===== src/rtl/gf_mul_32_mac.sv =====
// gf_mul_32_mac: pipelined GF(2^32) inner-product MAC. GF(2^32) is built as GF(2^16)[X]/(X^2 + X + c).
//   Ports: i_clk, i_rst (sync, active-high), i_start/i_len start a vector of i_len pairs,
//   i_valid/o_ready handshake the (i_x, i_y) pairs, o_o is the accumulated inner product,
//   o_done pulses at completion and o_busy covers the operation through the o_done cycle.
//   Optional macro GF_MUL_32_MAC_OUT_REG_EN registers o_o/o_done once more (+1 cycle latency).

// gf_mul_16: GF(2^16) multiplier (poly x^16+x^5+x^3+x^2+1), LAT register stages on the output (LAT >= 1).
module gf_mul_16 #(
  parameter int LAT = 2
) (
  input  logic        clk,
  input  logic [15:0] a_i,
  input  logic [15:0] b_i,
  output logic [15:0] p_o
);
  localparam logic [15:0] POLY = 16'h002D;
  logic [15:0] p, s;
  logic [15:0] pipe_q [LAT];
  always_comb begin
    p = '0;
    s = a_i;
    for (int i = 0; i < 16; i++) begin
      p = b_i[i] ? p ^ s : p;
      s = s[15] ? {s[14:0], 1'b0} ^ POLY : {s[14:0], 1'b0};
    end
  end
  always_ff @(posedge clk) begin
    pipe_q[0] <= p;
    for (int i = 1; i < LAT; i++) pipe_q[i] <= pipe_q[i-1];
  end
  assign p_o = pipe_q[LAT-1];
endmodule

module gf_mul_32_mac #(
  parameter int          LEN_W     = 8,
  parameter int          MUL16_LAT = 2,
  parameter logic [31:0] IRRED_CST = 32'h2000
) (
  input  logic             i_clk,
  input  logic             i_rst,
  input  logic             i_start,
  input  logic [LEN_W-1:0] i_len,
  input  logic             i_valid,
  output logic             o_ready,
  input  logic [31:0]      i_x,
  input  logic [31:0]      i_y,
  output logic [31:0]      o_o,
  output logic             o_done,
  output logic             o_busy
);
  localparam int P = 2 * MUL16_LAT + 1;
  typedef enum logic [1:0] {IDLE, LOAD, DRAIN, DONE} state_t;
  state_t state_q, state_d;
  logic [LEN_W-1:0] len_q, len_d, iss_q, iss_d, ret_q, ret_d;
  logic [31:0] acc_q, acc_d, prod_q;
  logic [P-1:0] vld_q;
  logic [15:0] m00, m01, m10, m11, mc;
  logic [15:0] x0y0_q [MUL16_LAT];
  logic [15:0] a1_q [MUL16_LAT];
  logic accept, retire;

  gf_mul_16 #(.LAT(MUL16_LAT)) u_m00 (.clk(i_clk), .a_i(i_x[15:0]),  .b_i(i_y[15:0]),       .p_o(m00));
  gf_mul_16 #(.LAT(MUL16_LAT)) u_m01 (.clk(i_clk), .a_i(i_x[15:0]),  .b_i(i_y[31:16]),      .p_o(m01));
  gf_mul_16 #(.LAT(MUL16_LAT)) u_m10 (.clk(i_clk), .a_i(i_x[31:16]), .b_i(i_y[15:0]),       .p_o(m10));
  gf_mul_16 #(.LAT(MUL16_LAT)) u_m11 (.clk(i_clk), .a_i(i_x[31:16]), .b_i(i_y[31:16]),      .p_o(m11));
  gf_mul_16 #(.LAT(MUL16_LAT)) u_mc  (.clk(i_clk), .a_i(m11),        .b_i(IRRED_CST[15:0]), .p_o(mc));

  assign o_ready = state_q == LOAD;
  assign accept  = i_valid & o_ready;
  assign retire  = vld_q[P-1];

  // x0y0 and the a1 terms wait MUL16_LAT cycles so they meet c*x1y1 at the final XOR stage.
  always_ff @(posedge i_clk) begin
    x0y0_q[0] <= m00;
    a1_q[0]   <= m01 ^ m10 ^ m11;
    for (int i = 1; i < MUL16_LAT; i++) begin
      x0y0_q[i] <= x0y0_q[i-1];
      a1_q[i]   <= a1_q[i-1];
    end
    prod_q <= {a1_q[MUL16_LAT-1], x0y0_q[MUL16_LAT-1] ^ mc};
  end

  always_comb begin
    state_d = state_q;
    len_d   = len_q;
    iss_d   = accept ? iss_q + LEN_W'(1) : iss_q;
    ret_d   = retire ? ret_q + LEN_W'(1) : ret_q;
    acc_d   = retire ? acc_q ^ prod_q : acc_q;
    case (state_q)
      IDLE: if (i_start) begin
        state_d = (i_len == '0) ? DONE : LOAD;
        len_d   = i_len;
        iss_d   = '0;
        ret_d   = '0;
        acc_d   = '0;
      end
      LOAD:    state_d = (accept && iss_d == len_q) ? DRAIN : LOAD;
      DRAIN:   state_d = (ret_q == len_q) ? DONE : DRAIN;
      default: state_d = IDLE;
    endcase
  end

  always_ff @(posedge i_clk) begin
    if (i_rst) begin
      state_q <= IDLE;
      len_q   <= '0;
      iss_q   <= '0;
      ret_q   <= '0;
      acc_q   <= '0;
      vld_q   <= '0;
    end else begin
      state_q <= state_d;
      len_q   <= len_d;
      iss_q   <= iss_d;
      ret_q   <= ret_d;
      acc_q   <= acc_d;
      vld_q   <= {vld_q[P-2:0], accept};
    end
  end

`ifdef GF_MUL_32_MAC_OUT_REG_EN
  logic [31:0] o_q;
  logic        done_q;
  always_ff @(posedge i_clk) begin
    if (i_rst) begin
      o_q    <= '0;
      done_q <= 1'b0;
    end else begin
      o_q    <= acc_q;
      done_q <= state_q == DONE;
    end
  end
  assign o_o    = o_q;
  assign o_done = done_q;
  assign o_busy = state_q != IDLE || done_q;
`else
  assign o_o    = acc_q;
  assign o_done = state_q == DONE;
  assign o_busy = state_q != IDLE;
`endif
endmodule

===== config.mk =====
export PLATFORM = sky130hd
export DESIGN_NAME = gf_mul_32_mac
export DESIGN_NICKNAME = d
export VERILOG_FILES = /design/src/rtl/gf_mul_32_mac.sv
export SDC_FILE = /design/constraint.sdc
export NUM_CORES = 1
export LEC_CHECK = 0
export ABC_AREA = 1
export CORE_ASPECT_RATIO = 0.6
export CORE_MARGIN = 2
export CORE_UTILIZATION = 64
export CTS_BUF_LIST = sky130_fd_sc_hd__clkbuf_4
export CTS_CLUSTER_DIAMETER = 40
export DETAILED_ROUTE_END_ITERATION = 12
export MAX_ROUTING_LAYER = met4
export PLACE_DENSITY_LB_ADDON = 0.08
export SLEW_MARGIN = 40
export SYNTH_ARGS = -nofsm -noshare
export SYNTH_HDL_FRONTEND = slang
export SYNTH_SLANG_ARGS = --single-unit

===== constraint.sdc =====
create_clock -name i_clk -period 2.5 [get_ports i_clk]
set_clock_uncertainty 0.15 [all_clocks]
set_input_delay 0.5 -clock i_clk [delete_from_list [all_inputs] [get_ports i_clk]]
set_output_delay 0.5 -clock i_clk [all_outputs]
set_load 0.03 [all_outputs]

== Word level (Yosys, flattened, before mapping) ==
Memory sizes are Yosys's and may differ from the RTL's. A register that Yosys moved wholly into a read port is not among the register bits.
Cells that the tools add are included.

* Add/subtract/negate cells: 2
* Equality and inequality tests: 6
* Muxes and demuxes: 121
* Bitwise operators: 108
* Reductions and logical operators: 5

{| class="wikitable"
|+ Operator list
! kind !! number
|-
| 16-bit two-way mux || 64
|-
| 16-bit bitwise XOR || 63
|-
| 6-bit two-way mux || 43
|-
| 4-bit inverter || 43
|-
| 32-bit two-way mux || 3
|-
| 8-bit two-way mux || 6
|-
| 32-bit bitwise XOR || 1
|-
| 8-bit by 1-bit adder with 8-bit output, second input constant || 2
|-
| 8-bit equality test || 2
|-
| 8-bit zero test || 1
|-
| 2-bit two-way mux || 3
|-
| 2-bit case mux with 3 select lines || 1
|-
| 2-bit equality test, second input constant || 2
|-
| 2-bit by 1-bit equality test with 1-bit output, second input constant || 1
|-
| 2-bit zero test || 1
|-
| 2-bit != test, second input constant || 1
|-
| 2-bit AND reduction || 1
|-
| 2-bit nonzero test || 1
|-
| 1-bit bitwise AND || 1
|-
| 1-bit logical AND || 1
|-
| 1-bit two-way mux || 1
|}

* Flip-flop bits (word level): 95
* Bits in writable memories: 224
* Output and inout port bits: 35
* Memories: 7

{| class="wikitable"
|+ Memories
! memory !! depth !! bits a word !! rd ports !! clocked after Yosys merged registers in !! write ports !! RTL line !! text
|-
| a1_q || 2 || 16 || 2 || 1 || 2 || 59 || <nowiki>logic [15:0] a1_q [MUL16_LAT];</nowiki>
|-
| u_m00.pipe_q || 2 || 16 || 2 || 0 || 2 || 18 || <nowiki>logic [15:0] pipe_q [LAT];</nowiki>
|-
| u_m01.pipe_q || 2 || 16 || 2 || 0 || 2 || 18 ||
|-
| u_m10.pipe_q || 2 || 16 || 2 || 0 || 2 || 18 ||
|-
| u_m11.pipe_q || 2 || 16 || 2 || 0 || 2 || 18 ||
|-
| u_mc.pipe_q || 2 || 16 || 2 || 0 || 2 || 18 ||
|-
| +1 memories || n/a || n/a || n/a || n/a || n/a || n/a ||
|}

== Longest topological paths before layout ==
Gate-level depths: netlist of run 1.

* Depth after elaboration: 32
* Depth in mapped cells: 20
* Gate-level depth less buffers: 19

== Modules after synthesis ==
Synthesis of run 1 repeated with hierarchy kept, for this count alone.

* Cell total of the unflattened synthesis: 6551
* Area, all modules: 37138.1 um^2

{| class="wikitable"
|+ Modules (own cells, without submodules)
! module !! times used !! cells an instance !! area each (um^2) !! sequential area each (um^2)
|-
| gf_mul_16 || 5 || 1208 || 6403.6 || 640.6
|-
| gf_mul_32_mac || 1 || 511 || 5119.9 || 3183.1
|}

== Least setup slack after synthesis of run 1 ==
No wires, ideal clock.

* Path kind: input to register
* From: input port i_x[23]
* To: memory u_m11.pipe_q[0][6]
* Library setup time: 0.112 ns
* Arrival time: 1.928 ns
* Data required time: 2.238 ns
* Path slack: 0.310 ns
* Cell stages on the path: 17
* Cell sequence: buf_2 > inv_2 > nand2_2 > nand2_2 > inv_2 > nand2_1 > nand2_2 > buf_6 > nor2_1 > xor2_1 > o21ai_0 > nand2_1 > inv_1 > nand3_1 > nand2_1 > nand2_1 > nand2_1

{| class="wikitable"
|+ RTL lines
! element !! RTL line !! text
|-
| start, declared || 45 || <nowiki>input logic [31:0] i_x,</nowiki>
|-
| end, declared || 18 ||
|}

==> out/summary.md, run 1 <==
Entering global routing, the biggest net connects 31 pins. After filler insertion, the fill cell instance count of the layout stands at 3050. TritonCTS built the clock tree. Setup slack closes at 0.0461 ns. The fraction of registers with async set or reset after synthesis came out at 0.

The path type of the worst setup path is input port to register. The logs give 0.655 for the starting density of the core and 0 for the number of warnings issued by yosys. The initial antenna violation count was 6; the arrival time reported for the critical path endpoint was 2.97 ns.

Number of max-cap violations: 0. The die covers 45000 um2. The multi-input combinational cells in the finished layout cover a total of 18400 um2. The count of final max-slew check failures was 0; the number of distinct library cells after synthesis was 43. The tools report the CTS buffer count as 61.

The fraction of synthesized cell area taken by the top area cell type was 0.244; the number of optimization iterations in the first detailed-route pass was 9. The first-pass GRT wire length is 166000 um. The clock transition time at the flip-flop clock pins of the worst setup and hold paths is 0.09 ns, and the detailed-placement wirelength estimate is 84800 um. For the worst setup path, the data required time is 3.02 ns. The category of the worst setup path launch point is an input port.

Dividing the synthesized area by the synthesized cell count gives 6.04 um2. The flow ran to the end, and the final reports show no timing, DRC or antenna violations. The worst slack after detailed placement is -0.627 ns, and the number of instances in the synthesized netlist is 4582.

The initialized floorplan defines 58 standard-cell rows. The worst-margin pin slew was 0.698 ns; the net count after synthesis was 4660. The detail route stage leaves a number of antenna-violating nets equal to 0. The number of clock sinks seen by CTS is 319, and the overall overflow remaining after global route is 0. In this run the worst hold path is classified as register to register.

The number of global-route vias before repair came out at 30.2k. In this run the clock root is driven by a sky130_fd_sc_hd__clkbuf_4. The logs give 4188 for the violation count after the first detailed-route iteration and 0 for the final count of hold timing violations. The number of vias after detailed routing was 32.1k.

The most used flip-flop cell after synthesis is sky130_fd_sc_hd__dfxtp_1. In this run the horizontal extent of the chip is 272 um. After layout, the design draws a total of 24.1 mW. In this run the static leakage power is 18.3 nW. The area growth from synthesis to layout is 23.7%.

The area taken by flip-flops and latches is 6390 um2, and the final period demand of the worst path is 2.45 ns. Measured along the y axis, the die boundary spans 165 um. Category of the worst setup path capture point: a register. For this design the ratio of total power to cell area is 704 nW/um2. The clock latency at the later pin of the worst-skew pair came out at 0.81 ns.

The logs give 0.531 for the normalized max-slew margin and 111 for the number of top-level design ports. IR analysis of the VDD net gives a maximum drop of 0.00107 V. The flip-flop and latch count after synthesis is 319, and the average vias per placed instance is 5.60. The worst-case clock buffer depth came out at 3. After synthesis, the cell types taking the most area are sky130_fd_sc_hd__nand2_1 24%, sky130_fd_sc_hd__dfxtp_1 23%, sky130_fd_sc_hd__xnor2_1 12%. The share of the cycle needed by the critical path after routing works out to 0.982. For this run, design rule violations remaining after detail routing come to 0. The tools report the wire length after detailed routing as 111000 um. The number of nets in the layout is 5197, and the area of the core is 42200 um2.

Dividing the detail-routed wire length by the instance count gives 19.4 um. The dominant cell by count in the synthesized netlist was sky130_fd_sc_hd__nand2_1. The tools report the number of failing setup endpoints in the final timing report as 0.

The achievable clock frequency came out at 408 MHz. Sorting the synthesized cells by how often they occur yields 1800 x sky130_fd_sc_hd__nand2_1, 463 x sky130_fd_sc_hd__nor2_1, 453 x sky130_fd_sc_hd__inv_1. The number of input and output port buffers inserted came out at 110.

The aggregate global-route resource usage is 0.497. In this run the worst path has a maximum fanout of 6. For the count of hold buffers inserted by post-cts repair, the log shows 0.

The register area share after synthesis was 0.231. The mapped netlist covers 27700 um2. The H-tree generated during clock tree synthesis spans 2 levels. In this run, synthesis inferred 0 flip-flops with an integrated enable. Fraction of layout cells with a size suffix above 1: 0.155. Summed over all instances, the cell type with the most area after synthesis is sky130_fd_sc_hd__nand2_1. Routability-driven placement finished with a final weighted congestion of 1.13.
-- placed cells by master (no fill, tap or decap), types with 14 or more instances in the layout --
cell                              count
sky130_fd_sc_hd__a21oi_1             14
sky130_fd_sc_hd__buf_12              60
sky130_fd_sc_hd__buf_4              496
sky130_fd_sc_hd__clkbuf_4            89
sky130_fd_sc_hd__clkdlybuf4s50_1     74
sky130_fd_sc_hd__clkinv_1            15
sky130_fd_sc_hd__dfxtp_1            319
sky130_fd_sc_hd__dlygate4sd2_1       20
sky130_fd_sc_hd__dlymetal6s2s_1      15
sky130_fd_sc_hd__inv_1              450
sky130_fd_sc_hd__inv_2               20
sky130_fd_sc_hd__nand2_1           1795
sky130_fd_sc_hd__nand2_2             44
sky130_fd_sc_hd__nand3_1            314
sky130_fd_sc_hd__nand3b_1            55
sky130_fd_sc_hd__nor2_1             462
sky130_fd_sc_hd__nor2_2              18
sky130_fd_sc_hd__o21ai_0             56
sky130_fd_sc_hd__or2_2               24
sky130_fd_sc_hd__xnor2_1            379
sky130_fd_sc_hd__xor2_1             321
-- kinds of logic (layout without fill, tap and decap cells) --
group	count (synthesis)	after routing	synth area share
AO/OA/AOI/OAI	104	104	0.0209
multiplexers	1	1	0.000362
buffers and inverters	676	1255	0.106
XOR/XNOR	718	718	0.231
other	0	5	0
AND/OR/NAND/NOR	2762	2762	0.410
adder cells (fa/ha/maj)	2	2	0.000904
flip-flops	319	319	0.231
-- sequential cells by signal (all words and copies together) (netlist names), 32 cells and up --
| register | cells |
|---|---|
| a1_q | 32 |
| o_o | 32 |
| prod_q | 32 |
| u_m00.pipe_q | 32 |
| u_m01.pipe_q | 32 |
| u_m10.pipe_q | 32 |
| u_m11.pipe_q | 32 |
| u_mc.pipe_q | 32 |
| x0y0_q | 32 |
-- critical path, stage by stage --
cell and delay (ns):
sky130_fd_sc_hd__clkdlybuf4s50_1 0.57, sky130_fd_sc_hd__inv_2 0.10, sky130_fd_sc_hd__nand2_1 0.08, sky130_fd_sc_hd__nand2_2 0.13, sky130_fd_sc_hd__buf_4 0.21, sky130_fd_sc_hd__nand2_1 0.08
sky130_fd_sc_hd__nand2_1 0.15, sky130_fd_sc_hd__nand2_1 0.14, sky130_fd_sc_hd__nand2_1 0.11, sky130_fd_sc_hd__nor2_2 0.32, sky130_fd_sc_hd__inv_1 0.12, sky130_fd_sc_hd__nand2_1 0.12
sky130_fd_sc_hd__nand2_1 0.06, sky130_fd_sc_hd__nand2_1 0.05, sky130_fd_sc_hd__nand2_1 0.06, sky130_fd_sc_hd__xor2_1 0.18
-- stage by stage --
| step | hold WS (ns) | cell area, um2 | TNS, ns | cells | util |
|---|---|---|---|---|---|
| after global routing | 0.173 | 34300 | -0.00713 | 5736 | 0.811 |
| after detailed placement | 0.162 | 33300 | -33.26 | 5625 | 0.789 |
| after CTS | 0.158 | 34100 | 0 | 5730 | 0.807 |
| after floorplan | 0.160 | 27700 | 0 | 4582 | - |
| final | 0.170 | 34300 | 0 | 5736 | 0.811 |
| after global placement | 0.160 | 33300 | -30.20 | 5625 | 0.789 |
-- path summary, 6_finish.rpt --
kind                           endpoint  slack [ns]                   startpoint  cells after the start
max reg2reg     state_q[0]$_SDFFE_PP0P_        0.11      state_q[1]$_SDFFE_PP0P_                     12
max          u_m11.pipe_q[0][5]$_DFF_P_        0.05                      i_x[30]                     16
min reg2reg       x0y0_q[0][11]$_DFF_P_        0.17  u_m00.pipe_q[0][27]$_DFF_P_                      0
min               x0y0_q[0][11]$_DFF_P_        0.17  u_m00.pipe_q[0][27]$_DFF_P_                      0
-- per-layer routing --
metal  track usage  part of all wire  vias up  wire (um)
met4         0.284             0.073        0       8110
met2         0.734              0.40     2300      45000
met1         0.601              0.37    14300      40900
met3         0.157              0.15      648      17200
li1              -                 -    14800          -
met5             -                 0        -          0
-- repair_timing --
| action | in CTS | in global routing |
|---|---|---|
| pin swaps | 0 | 1 |
| cloned | 0 | 1 |
| gates resized for setup | 21 | 38 |
| endpoints found under the setup margin | 21 | 31 |
| buffers inserted | 0 | 0 |
-- area by class of cell --
class                      instances  share of cell area
multi-input combinational       3587               0.538
clock inverter                    16             0.00376
clock buffer                      89              0.0195
antenna                            5            0.000365
inverter                         480              0.0528
sequential                       319               0.186
tap                              570              0.0208
timing repair buffer             670               0.178
-- report_power, final --
part | internal (mW) | leakage [nW] | switching (mW)
Combinational | 4.50 | 15.2 | 7.10
Clock | 1.84 | 0.477 | 2.15
Sequential | 7.33 | 2.67 | 1.20
Total | 13.7 | 18.3 | 10.5
Note: power is estimated with default switching activity, not from simulation.
==> run 2, diff against run 1 <==
- CELL_PAD_IN_SITES_DETAIL_PLACEMENT: unset -> 1
- CELL_PAD_IN_SITES_GLOBAL_PLACEMENT: unset -> 2
- CORE_UTILIZATION: 64 -> 34
- SYNTH_HIERARCHICAL: unset -> 1
==> run 2 against run 1 <==
Effect of this change:
- non-clock buffer count increased by 158
- critical path depth rose by 2
- synthesized cell count increased by 43%
- cell count rose by 52%
- combinational power is 110% higher
==> out/summary.md, run 2 <==
The dominant cell by count in the synthesized netlist was sky130_fd_sc_hd__nand2_1. The number of global-route vias before repair is 42.0k (+39%). The clock latency at the later pin of the worst-skew pair is 0.96 ns (+0.15 ns), and the path depth of the worst reg2reg path is 16 (+4). For the area of the core, the log shows 108000 um2 (+160%). The tools report the number of instances in the synthesized netlist as 6551 (+43%). The average vias per placed instance was 4.86 (-13%).

The arrival time reported for the critical path endpoint is 2.99 ns (+0.02 ns), and the routed length per placed instance is 18.7 um (-3.5%). The run gives 0.546 (+0.0145) as the normalized max-slew margin. The critical path goes through clkdlybuf4s50_1, buf_4, inv_2, nand2_1, nand2_1, nand2_1, nand2_1, buf_4, nand2_1, xnor2_1, buf_4, nand2_1, nand2_1, inv_1, nand2_1, nand2_1, nand2_1, nand2_1. The weighted congestion reported at the end of routability-driven placement came out at 0.950 (-16%). The delay of the slowest cell on the worst path is 0.43 ns (-0.14 ns). Final worst slack: 0.109 ns (+0.0631 ns). Share of the cycle needed by the critical path after routing: 0.956 (-0.0253). The clock transition time at the flip-flop clock pins of the worst setup and hold paths works out to 0.06 ns (-0.03 ns). The floorplan die width is 431 um (+58%), and the number of optimization iterations in the first detailed-route pass is 5 (-4). The final period demand of the worst path is 2.39 ns (-0.0631 ns), and the achievable clock frequency is 418 MHz (+2.6%). The register area share after synthesis came out at 0.172 (-0.0588). The required time of the worst setup path is 3.10 ns (+0.08 ns).

TritonCTS built the clock tree. The run gives 0 (unchanged) as the final count of hold timing violations. The number of clock sinks seen by CTS is 319 (unchanged), and the number of standard cells in the final layout excluding fillers is 8702 (+52%). The worst-case clock buffer depth is 3 (unchanged). The top fanout value on the critical path came out at 15 (+9). The area of the mapped netlist was 37100 um2 (+34%). The antenna violation net count after detailed routing came out at 0 (unchanged). The path type of the worst setup path is input port to register. Leaving out fill and tap cells, the most frequent cells in the layout are 2886 x sky130_fd_sc_hd__nand2_1, 734 x sky130_fd_sc_hd__inv_1, 602 x sky130_fd_sc_hd__buf_4.

The flow ran to the end, and the final reports show no timing, DRC or antenna violations. The count of placed standard cells including taps is 8542 (+52%), and the number of vias after detailed routing is 42.3k (+32%). The number of synthesized flops with an enable pin works out to 0 (unchanged).

The fraction of synthesized cell area taken by the top area cell type came out at 0.292 (+0.0479). The fraction of layout cells with a size suffix above 1 was 0.157 (+0.00243). Average instance area after synthesis: 5.67 um2 (-6.1%). The worst-margin pin slew came out at 0.680 ns (-0.0176 ns). The run gives 0 (unchanged) as the number of failing setup endpoints in the final timing report. The number of warnings issued by yosys is 22 (+22), and the starting density of the core is 0.345 (-0.311). The tools report the row count as 93 (+60%). The tools report the number of remaining DRC errors as 0 (unchanged). The min-delay analysis places its worst path in the category input port to register.

The number of nets in the layout came out at 7290 (+40%). The run gives 87 (+43%) as the CTS buffer count. The first-pass GRT wire length was 249000 um (+50%). The largest net degree at the start of global routing is 31 (unchanged).

STA classifies the critical path endpoint as a register. The fraction of registers with async set or reset after synthesis came out at 0 (unchanged). For the aggregate global-route resource usage, the log shows 0.298 (-0.200). The number of input and output port buffers inserted is 110 (unchanged). The number of max-cap violations was 0 (unchanged). The buffer cell driving the clock tree root is sky130_fd_sc_hd__clkbuf_4. The run gives 0.000477 V (-55%) as the worst voltage drop across the vdd grid. The cell depth of the worst min-delay path works out to 3 (+3). The die span in y came out at 260 um (+57%). The standby leakage power was 25.6 nW (+40%).

The primary flip-flop cell chosen by synthesis mapping is sky130_fd_sc_hd__dfxtp_1. For the initial antenna violation count, the log shows 11 (+5). After synthesis, the cell types taking the most area are sky130_fd_sc_hd__nand2_1 29%, sky130_fd_sc_hd__dfxtp_1 17%, sky130_fd_sc_hd__xnor2_1 9.9%. The run gives 38.4 mW (+59%) as the final total power.

The fill cell total of the finished layout came out at 14.9k (+390%). For the count of final max-slew check failures, the log shows 0 (unchanged). The violation count after the first detailed-route iteration came out at 2792 (-33%).

The run gives 163000 um (+46%) as the wire length after detailed routing. The library cell used most frequently in the layout, excluding fill and tap cells, is sky130_fd_sc_hd__nand2_1. Worst slack after detailed placement: -0.794 ns (-0.167 ns). For the overall overflow remaining after global route, the log shows 0 (unchanged). The flip-flop and latch count after synthesis works out to 319 (unchanged). The most used cell along the critical path was sky130_fd_sc_hd__nand2_1.

Detailed-placement wirelength estimate: 136000 um (+60%). Summed over all instances, the cell type with the most area after synthesis is sky130_fd_sc_hd__nand2_1. The ratio of total power to cell area is 837 nW/um2 (+19%).

The worst setup path is launched from an input port. The number of distinct library cells after synthesis is 44 (+2.3%). Number of levels the H-tree was split into: 3 (+1). By count the netlist is led by 2889 x sky130_fd_sc_hd__nand2_1, 734 x sky130_fd_sc_hd__inv_1, 521 x sky130_fd_sc_hd__nand3_1. The number of top-level design ports was 111 (unchanged). The slowest stage of the critical path belongs to the cell sky130_fd_sc_hd__clkdlybuf4s50_1. The post-CTS repair timing setup buffer count was 0 (unchanged).

The area growth from synthesis to layout works out to 23.4%. The area of the die was 112000 um2 (+150%).
[run 2: changes by cell type in the layout (fill, tap and decap cells not counted), moves of 39 or more]
cell                       change
sky130_fd_sc_hd__nand3_1     +206
sky130_fd_sc_hd__conb_1       +46
sky130_fd_sc_hd__nand2_1    +1091
sky130_fd_sc_hd__nand3b_1     +68
sky130_fd_sc_hd__inv_1       +284
sky130_fd_sc_hd__xnor2_1      +39
sky130_fd_sc_hd__buf_4       +106
sky130_fd_sc_hd__buf_12       +50
sky130_fd_sc_hd__nand2_2      +55
[run 2: critical path, delay by kind of cell]
kind / cells / cell delay [ns]
buffers and inverters: 6 / 1.20
AND/OR/NAND/NOR: 11 / 0.99
XOR/XNOR: 1 / 0.30
[run 2: metal layers]
metal | vias up | global-route usage | part of all wire
li1 | 20900 | - | -
met1 | 20300 | 0.453 | 0.54
met2 | 966 | 0.424 | 0.40
met3 | 101 | 0.0326 | 0.058
met4 | 0 | 0.0413 | 0.010
met5 | - | - | 0
[run 2: where the power goes]
group	leakage (nW)	internal (mW)	switching, mW
sequential	2.67	7.30	1.40
combinational	22.3	8.96	15.8
clock	0.634	2.44	2.42
[run 2: worst paths after layout]
check             slack [ns]                          end                         from
setup reg to reg        0.11    u_mc/pipe_q[0][8]$_DFF_P_  u_m11/pipe_q[0][22]$_DFF_P_
hold reg to reg         0.16  u_m11/pipe_q[0][25]$_DFF_P_   u_m11/pipe_q[0][9]$_DFF_P_
setup / recovery        0.11  u_m10/pipe_q[0][15]$_DFF_P_                      i_x[31]
hold / removal          0.16        len_q[7]$_SDFFE_PP0P_                     i_len[7]
[run 2: timing repair]
action,CTS,global route
resized for setup,47,14
hold buffers,6,0
setup endpoints to repair,36,10
pin swaps,0,1
hold endpoints to repair,6,0
[run 2: per-stage QoR]
step                 util  area [um2]  hold slack (ns)  setup TNS, ns
global placement    0.414       44600            0.160         -32.05
CTS                 0.425       45800          0.00751        -0.0501
finish              0.425       45800            0.157              0
global route        0.425       45800            0.107        -0.0167
detailed placement  0.414       44600            0.163         -35.00
floorplan               -       37300            0.160              0
[run 2: kinds of logic after synthesis]
| logic type | synth area share |
|---|---|
| AOI/OAI and AO/OA | 0.0176 |
| adders and majority gates | 0.000674 |
| buffers and inverters | 0.139 |
| and+or+nand+nor | 0.492 |
| xor gates and xnor gates | 0.179 |
| other | 0.000202 |
| DFF | 0.172 |
[run 2: layout make-up]
| type | count | area (um2) | share of cell area |
|---|---|---|---|
| Inverter | 776 | 2910 | 0.0636 |
| Timing Repair Buffer | 828 | 7820 | 0.171 |
| Multi-Input combinational cell | 5200 | 25800 | 0.563 |
| Clock buffer | 107 | 803 | 0.0175 |
| Antenna cell | 8 | 20.0 | 0.000437 |
| Sequential cell | 319 | 6390 | 0.140 |
| Tap cell | 1425 | 1780 | 0.0389 |
| Clock inverter | 39 | 279 | 0.00609 |
